==> config.mk <==
export PLATFORM = sky130hd
export DESIGN_NAME = alu_arbiter
export DESIGN_NICKNAME = d
export VERILOG_FILES = /design/src/rtl/alu_arbiter.sv
export SDC_FILE = /design/constraint.sdc
export NUM_CORES = 1
export LEC_CHECK = 0
export ABC_CLOCK_PERIOD_IN_PS = 2900
export CAP_MARGIN = 0
export CORE_ASPECT_RATIO = 1.5
export CORE_MARGIN = 2
export CORE_UTILIZATION = 35
export DETAILED_ROUTE_END_ITERATION = 6
export PLACE_DENSITY = 0.77
export SYNTH_ARGS = -nofsm -noshare
export SYNTH_HDL_FRONTEND = slang
export SYNTH_SLANG_ARGS = --single-unit
export TNS_END_PERCENT = 5
==> constraint.sdc <==
create_clock -name clk -period 2.9 [get_ports clk]
set_input_delay 0.58 -clock clk [delete_from_list [all_inputs] [get_ports clk]]
set_output_delay 0.58 -clock clk [all_outputs]
set_load 0.03 [all_outputs]
==> src/rtl/alu_arbiter.sv <==
// rtl/alu_arbiter.sv - two-requester arbiter for one shared combinational ALU; ALU_ARB_ROUND_ROBIN_EN selects round-robin arbitration
module alu_arbiter #(
    parameter int WIDTH = 32
) (
    input  logic             clk,
    input  logic             rst_n,
    input  logic             req0_valid,
    output logic             req0_ready,
    input  logic [WIDTH-1:0] req0_a,
    input  logic [WIDTH-1:0] req0_b,
    input  logic [2:0]       req0_sel,
    input  logic             req1_valid,
    output logic             req1_ready,
    input  logic [WIDTH-1:0] req1_a,
    input  logic [WIDTH-1:0] req1_b,
    input  logic [2:0]       req1_sel,
    output logic             rsp0_valid,
    input  logic             rsp0_ready,
    output logic [WIDTH-1:0] rsp0_result,
    output logic             rsp0_zero,
    output logic             rsp1_valid,
    input  logic             rsp1_ready,
    output logic [WIDTH-1:0] rsp1_result,
    output logic             rsp1_zero,
    output logic [WIDTH-1:0] alu_a,
    output logic [WIDTH-1:0] alu_b,
    output logic [2:0]       alu_sel,
    input  logic [WIDTH-1:0] alu_result,
    input  logic             alu_zero
);

    typedef enum logic [1:0] {
        IDLE = 2'b00,
        EXEC = 2'b01,
        RESP = 2'b10
    } state_t;

    state_t           state;
    state_t           state_nx;
    logic             owner;
    logic [WIDTH-1:0] opnd_a;
    logic [WIDTH-1:0] opnd_b;
    logic [2:0]       opnd_sel;
    logic [WIDTH-1:0] res_q;
    logic             zero_q;
    logic             win1;
    logic             take0;
    logic             take1;
    logic             take;
    logic             rsp_done;

`ifdef ALU_ARB_ROUND_ROBIN_EN
    logic ptr;

    // Pointer names the requester favoured on the next collision; it moves away from whoever was just granted
    always_ff @(posedge clk or negedge rst_n) begin
        if (!rst_n) begin
            ptr <= 1'b0;
        end else if (take) begin
            ptr <= take0;
        end
    end

    assign win1 = req1_valid & (~req0_valid | ptr);
`else
    // Fixed priority: requester 1 only wins when requester 0 is idle
    assign win1 = req1_valid & ~req0_valid;
`endif

    // Grants are only offered in IDLE; valids gate them, so no ready without a request
    assign take0    = (state == IDLE) & req0_valid & ~win1;
    assign take1    = (state == IDLE) & win1;
    assign take     = take0 | take1;
    assign rsp_done = (state == RESP) & (owner ? rsp1_ready : rsp0_ready);

    assign req0_ready = take0;
    assign req1_ready = take1;

    // State register
    always_ff @(posedge clk or negedge rst_n) begin
        if (!rst_n) begin
            state <= IDLE;
        end else begin
            state <= state_nx;
        end
    end

    // Next-state: one accept cycle, one ALU cycle, then hold the response until taken
    always_comb begin
        state_nx = state;
        case (state)
            IDLE: begin
                if (take) begin
                    state_nx = EXEC;
                end
            end
            EXEC: begin
                state_nx = RESP;
            end
            RESP: begin
                if (rsp_done) begin
                    state_nx = IDLE;
                end
            end
            default: begin
                state_nx = IDLE;
            end
        endcase
    end

    // Operand registers and owner load only on an accepted request, so the ALU inputs hold through RESP and IDLE
    always_ff @(posedge clk or negedge rst_n) begin
        if (!rst_n) begin
            owner    <= 1'b0;
            opnd_a   <= '0;
            opnd_b   <= '0;
            opnd_sel <= 3'b000;
        end else if (take0) begin
            owner    <= 1'b0;
            opnd_a   <= req0_a;
            opnd_b   <= req0_b;
            opnd_sel <= req0_sel;
        end else if (take1) begin
            owner    <= 1'b1;
            opnd_a   <= req1_a;
            opnd_b   <= req1_b;
            opnd_sel <= req1_sel;
        end
    end

    // Response registers capture the ALU at the closing edge of EXEC; sel is never decoded here
    always_ff @(posedge clk or negedge rst_n) begin
        if (!rst_n) begin
            res_q  <= '0;
            zero_q <= 1'b0;
        end else if (state == EXEC) begin
            res_q  <= alu_result;
            zero_q <= alu_zero;
        end
    end

    assign alu_a   = opnd_a;
    assign alu_b   = opnd_b;
    assign alu_sel = opnd_sel;

    // Both response ports show the shared registers; only the owner's valid qualifies them
    assign rsp0_valid  = (state == RESP) & ~owner;
    assign rsp1_valid  = (state == RESP) & owner;
    assign rsp0_result = res_q;
    assign rsp1_result = res_q;
    assign rsp0_zero   = zero_q;
    assign rsp1_zero   = zero_q;

endmodule

# Word level (Yosys, flattened, before mapping)

Cells that the tools add are included.

Input bits: 173
Output and inout port bits: 137
Bits in registers: 103

Bitwise gates (word level): 11
Muxes and demuxes: 12
Reduce and logical (&&, ||, !) cells: 3
Equality and inequality tests: 4

Operator list:

| kind                 | count |
|---|---|
| $mux W32             | 4 |
| $and A1 B1 Y1        | 7 |
| $mux W3              | 2 |
| $pmux W2 S3          | 1 |
| $mux W2              | 2 |
| $ne A2 B2 Y1 const B | 2 |
| $mux W1              | 3 |
| $not A1 Y1           | 3 |
| $eq A2 B1 Y1 const B | 1 |
| $eq A2 B2 Y1 const B | 1 |
| $logic_not A2 Y1     | 1 |
| $reduce_and A2 Y1    | 1 |
| $reduce_bool A2 Y1   | 1 |
| $or A1 B1 Y1         | 1 |

# Logic depth before layout (Yosys ltp)

Depth in word-level cells: 7
Mapped depth: 6
Gate-level depth less buffers: 3

# Worst setup path before layout

OpenSTA, ideal clock, no wires.

Kind: input to output
Start: in req0_valid
End: out req1_ready
Arrival: 2.082 ns
Path slack: 0.238 ns
Required time: 2.320 ns
Cell stages on the path: 4
Cell sequence: buf_6 buf_6 buf_2 nor4b_1

Word-level cells in the longest chain between the ends: 3

RTL lines:

| what          | line | source |
|---|---|---|
| from (decl)   | 7    | `input logic req0_valid,` |
| $not A1 Y1    | 67   | `assign win1 = req1_valid & ~req0_valid;` |
| $and A1 B1 Y1 | 67   |  |
| $and A1 B1 Y1 | 72   | `assign take1 = (state == IDLE) & win1;` |
| to (decl)     | 13   | `output logic req1_ready,` |

Every way passes these cells.

# Final worst setup path

Start: in req1_valid
End: out req1_ready

Word-level cells in the longest chain between the ends: 2

RTL lines:

| what          | line | source |
|---|---|---|
| from (decl)   | 12   | `input logic req1_valid,` |
| $and A1 B1 Y1 | 67   |  |
| $and A1 B1 Y1 | 72   |  |

Every way passes these cells.

==> key figures <==
Placed design
  • DP Wirelength: between 10 and 15 mm
  • Gp weighted congestion: 0.776
  • Dpl ws: 0.253 ns
  • # port buffers: roughly 310

Timing
  • Fin crit share: 0.917
  • Final hold vios: 0
  • Max Slew Vio Count: 0
  • Worst Setup Slack, final: ~0.24 ns
  • Setup TNS: 0 ns
  • RSZ-0062 raised after global routing: no
  • Final setup viols: 0
  • Normalized max-slew margin: 0.542
  • Fmax achieved: around 380 MHz
  • Min Tclk post-route: approximately 2.7 ns
  • Layout Skew: between 0.01 and 0.015 ns
  • Worst Max-Slew Pin Slew: 0.687 ns

Yosys
  • Distinct cell type count after synthesis: 15
  • Syn Nets: roughly 500
  • Synth Register Bits: slightly above 100
  • Synthesized area: between 4000 and 5000 µm²
  • Synth Warn #: 0
  • Post-synth EDFFs: 0
  • Syn avg cell area: ~15 µm²
  • Post-synth ARST share: 1.00
  • Synthesized instance count: approximately 340
  • Sequential element share of the synthesized area: 0.518
  • Post-synth top flop: dfrtp_1

Setup path
  • Crit Reg-Reg Startpoint: state[0]
  • Worst path slowest cell: clkdlybuf4s50_1
  • Crit end category: output port
  • Startpoint types: primary input
  • Worst Setup Path Type: primary input to output port
  • Flop-to-flop setup slack: around 1.2 ns
  • Req. time, crit path: 2.32 ns
  • Most frequent CP cell: clkdlybuf4s50_1
  • Worst r2r dst: alu_b[17]
  • Worst path cell trace: clkdlybuf4s50_1 > nor4b_1 > clkdlybuf4s50_1
  • Reg2reg path depth: 4
  • CP max FO: 3
  • Worst path arrival time: 2.08 ns
  • Crit path largest cell delay: between 0.7 and 0.8 ns

CTS
  • Post-CTS setup buffers: 0
  • Clock tree buffer depth: 2
  • Worst-path clk slew: roughly 0.080 ns
  • CTS buffer count: 9
  • PostCTS Resize Cnt: 0
  • CTS tree: yes
  • Clk Latency, worst-skew pair: 0.34 ns
  • CTS hold repair buffers: 0
  • Root buffer cell: clkbuf_16
  • CTS HTree Levels: 3
  • CTS sink count: around 100

Detailed routing
  • Vias post-DR: 3,668
  • Drt drc: 0
  • Initial DRC Count: approximately 60
  • Average wire per standard cell: about 17 µm
  • WL final: around 14 mm
  • Routed Antenna Nets: 0
  • First drt pass iteration count: 4
  • DR vias/cell: between 4 and 5

Global routing
  • Grt total ovfl: 0
  • Global-route wire length before repair: between 20 and 25 mm
  • Vias in the first global route: 4,010
  • Pin count of the biggest net entering global routing: slightly below 60
  • Antenna violations before repair: 1
  • Tot GR Track Use: 0.175

Hold path
  • Hold crit path type: primary input to asynchronous set/reset pin

Power
  • Maximum vdd drop: 541 µV
  • Power per cell area: approximately 1200 nW/µm²
  • Leak pwr: 3.36 nW

Job
  • Max cap viols: 0

Floorplan
  • FP Rows: 53
  • Core Region: 14,000 µm²
  • Die Y: around 150 µm
  • Io pins: a little over 300
  • Chip Width: roughly 100 µm
  • Full die area: roughly 15,000 µm²
  • Starting density of the core: 0.356

Cells and area
  • Share of post-route cells with drive strength above 1: 0.314
  • Final core occ: 0.593
  • Fill count: ~1,100
  • Area growth, synth to finish: 66.8%
  • Nets: 783

Outcome
  • Outcome: finished clean
placed cells by master (no fill, tap or decap), types with 2 or more instances in the layout:
cell type,Yosys,routed
mux2_2,149,149
buf_4,33,6
dfrtp_1,103,103
clkdlybuf4s50_1,0,307
mux2_4,19,19
nand2b_1,2,2
clkbuf_16,0,9
nor2_1,4,4
inv_6,0,3
buf_12,0,2
layer usage:
layer	vias up	GRT usage	part of all wire
met5	-	0	0
met4	0	0.0642	0.025
met3	24	0.0495	0.069
met2	164	0.327	0.55
met1	1783	0.183	0.35
li1	1697	-	-
through the flow:
step / instance area [µm²] / cells / total power, W / hold slack, ns
2_1_floorplan: 4980 / 336 / 0.00640 / 0.284
3_3_place_gp: 8020 / 791 / 0.00859 / 0.491
3_5_place_dp: 8020 / 791 / 0.00870 / 0.495
4_1_cts: 8300 / 807 / 0.00989 / 0.285
5_1_grt: 8300 / 808 / 0.0102 / 0.309
6_report: 8300 / 808 / 0.00976 / 0.264
Yosys cell counts, types with 2 or more instances:
| cell | instances | area share |
|---|---|---|
| mux2_2 | 149 | 0.34 |
| dfrtp_1 | 103 | 0.52 |
| buf_4 | 33 | 0.050 |
| mux2_4 | 19 | 0.057 |
| buf_2 | 10 | 0.010 |
| buf_6 | 5 | 0.011 |
| clkbuf_1 | 5 | 0.0038 |
| nor2_1 | 4 | 0.0030 |
| nand2b_1 | 2 | 0.0025 |
sequential cells by signal (all words and copies together) (netlist names):
register	count
alu_a	32
alu_b	32
alu_sel	3
rsp0_zero	1
rsp0_result	32
state	2
owner	1
how the worst max path moves through the flow:
| stage | start | end | depth (start not counted) |
|---|---|---|---|
| 6_report | req1_valid | req1_ready | 3 |
| 4_1_cts | req1_valid | req1_ready | 3 |
| 3_3_place_gp | req1_valid | req1_ready | 3 |
| 3_5_place_dp | req1_valid | req1_ready | 3 |
| 5_1_grt | req1_valid | req1_ready | 3 |
| 2_1_floorplan | req0_valid | req1_ready | 4 |
where the power goes:
| part | switching, W | leakage (nW) | total [W] | internal [W] |
|---|---|---|---|---|
| logic | 0.00308 | 2.01 | 0.00594 | 0.00286 |
| registers | 0.000484 | 1.20 | 0.00267 | 0.00219 |
| clock network | 0.000531 | 0.141 | 0.00115 | 0.000616 |
logic make-up (layout without fill, tap and decap cells):
logic type,after synthesis,in the layout,share of synthesized area
muxes,168,168,0.394
DFF,103,103,0.518
buffers and inverters,54,333,0.0757
and+or+nand+nor,8,8,0.00855
AOI/OAI and AO/OA,3,3,0.00352
other,0,1,0
area by class of cell:
cell class / count / area (µm²) / area share
diodes: 1 / 2.50 / 0.000301
clock buffers: 11 / 243 / 0.0292
clock inverters: 5 / 40.0 / 0.00482
inverters: 1 / 3.75 / 0.000452
multi-input cells: 179 / 2030 / 0.245
flip-flops and latches: 103 / 2580 / 0.311
well taps: 192 / 240 / 0.0289
repair buffers: 316 / 3160 / 0.381
worst max-delay path, delay by kind of cell:
| kind | cells | cell delay, ns |
|---|---|---|
| buffers and inverters | 2 | 1.25 |
| and+or+nand+nor | 1 | 0.25 |
Power figures use the tool's default switching activity.
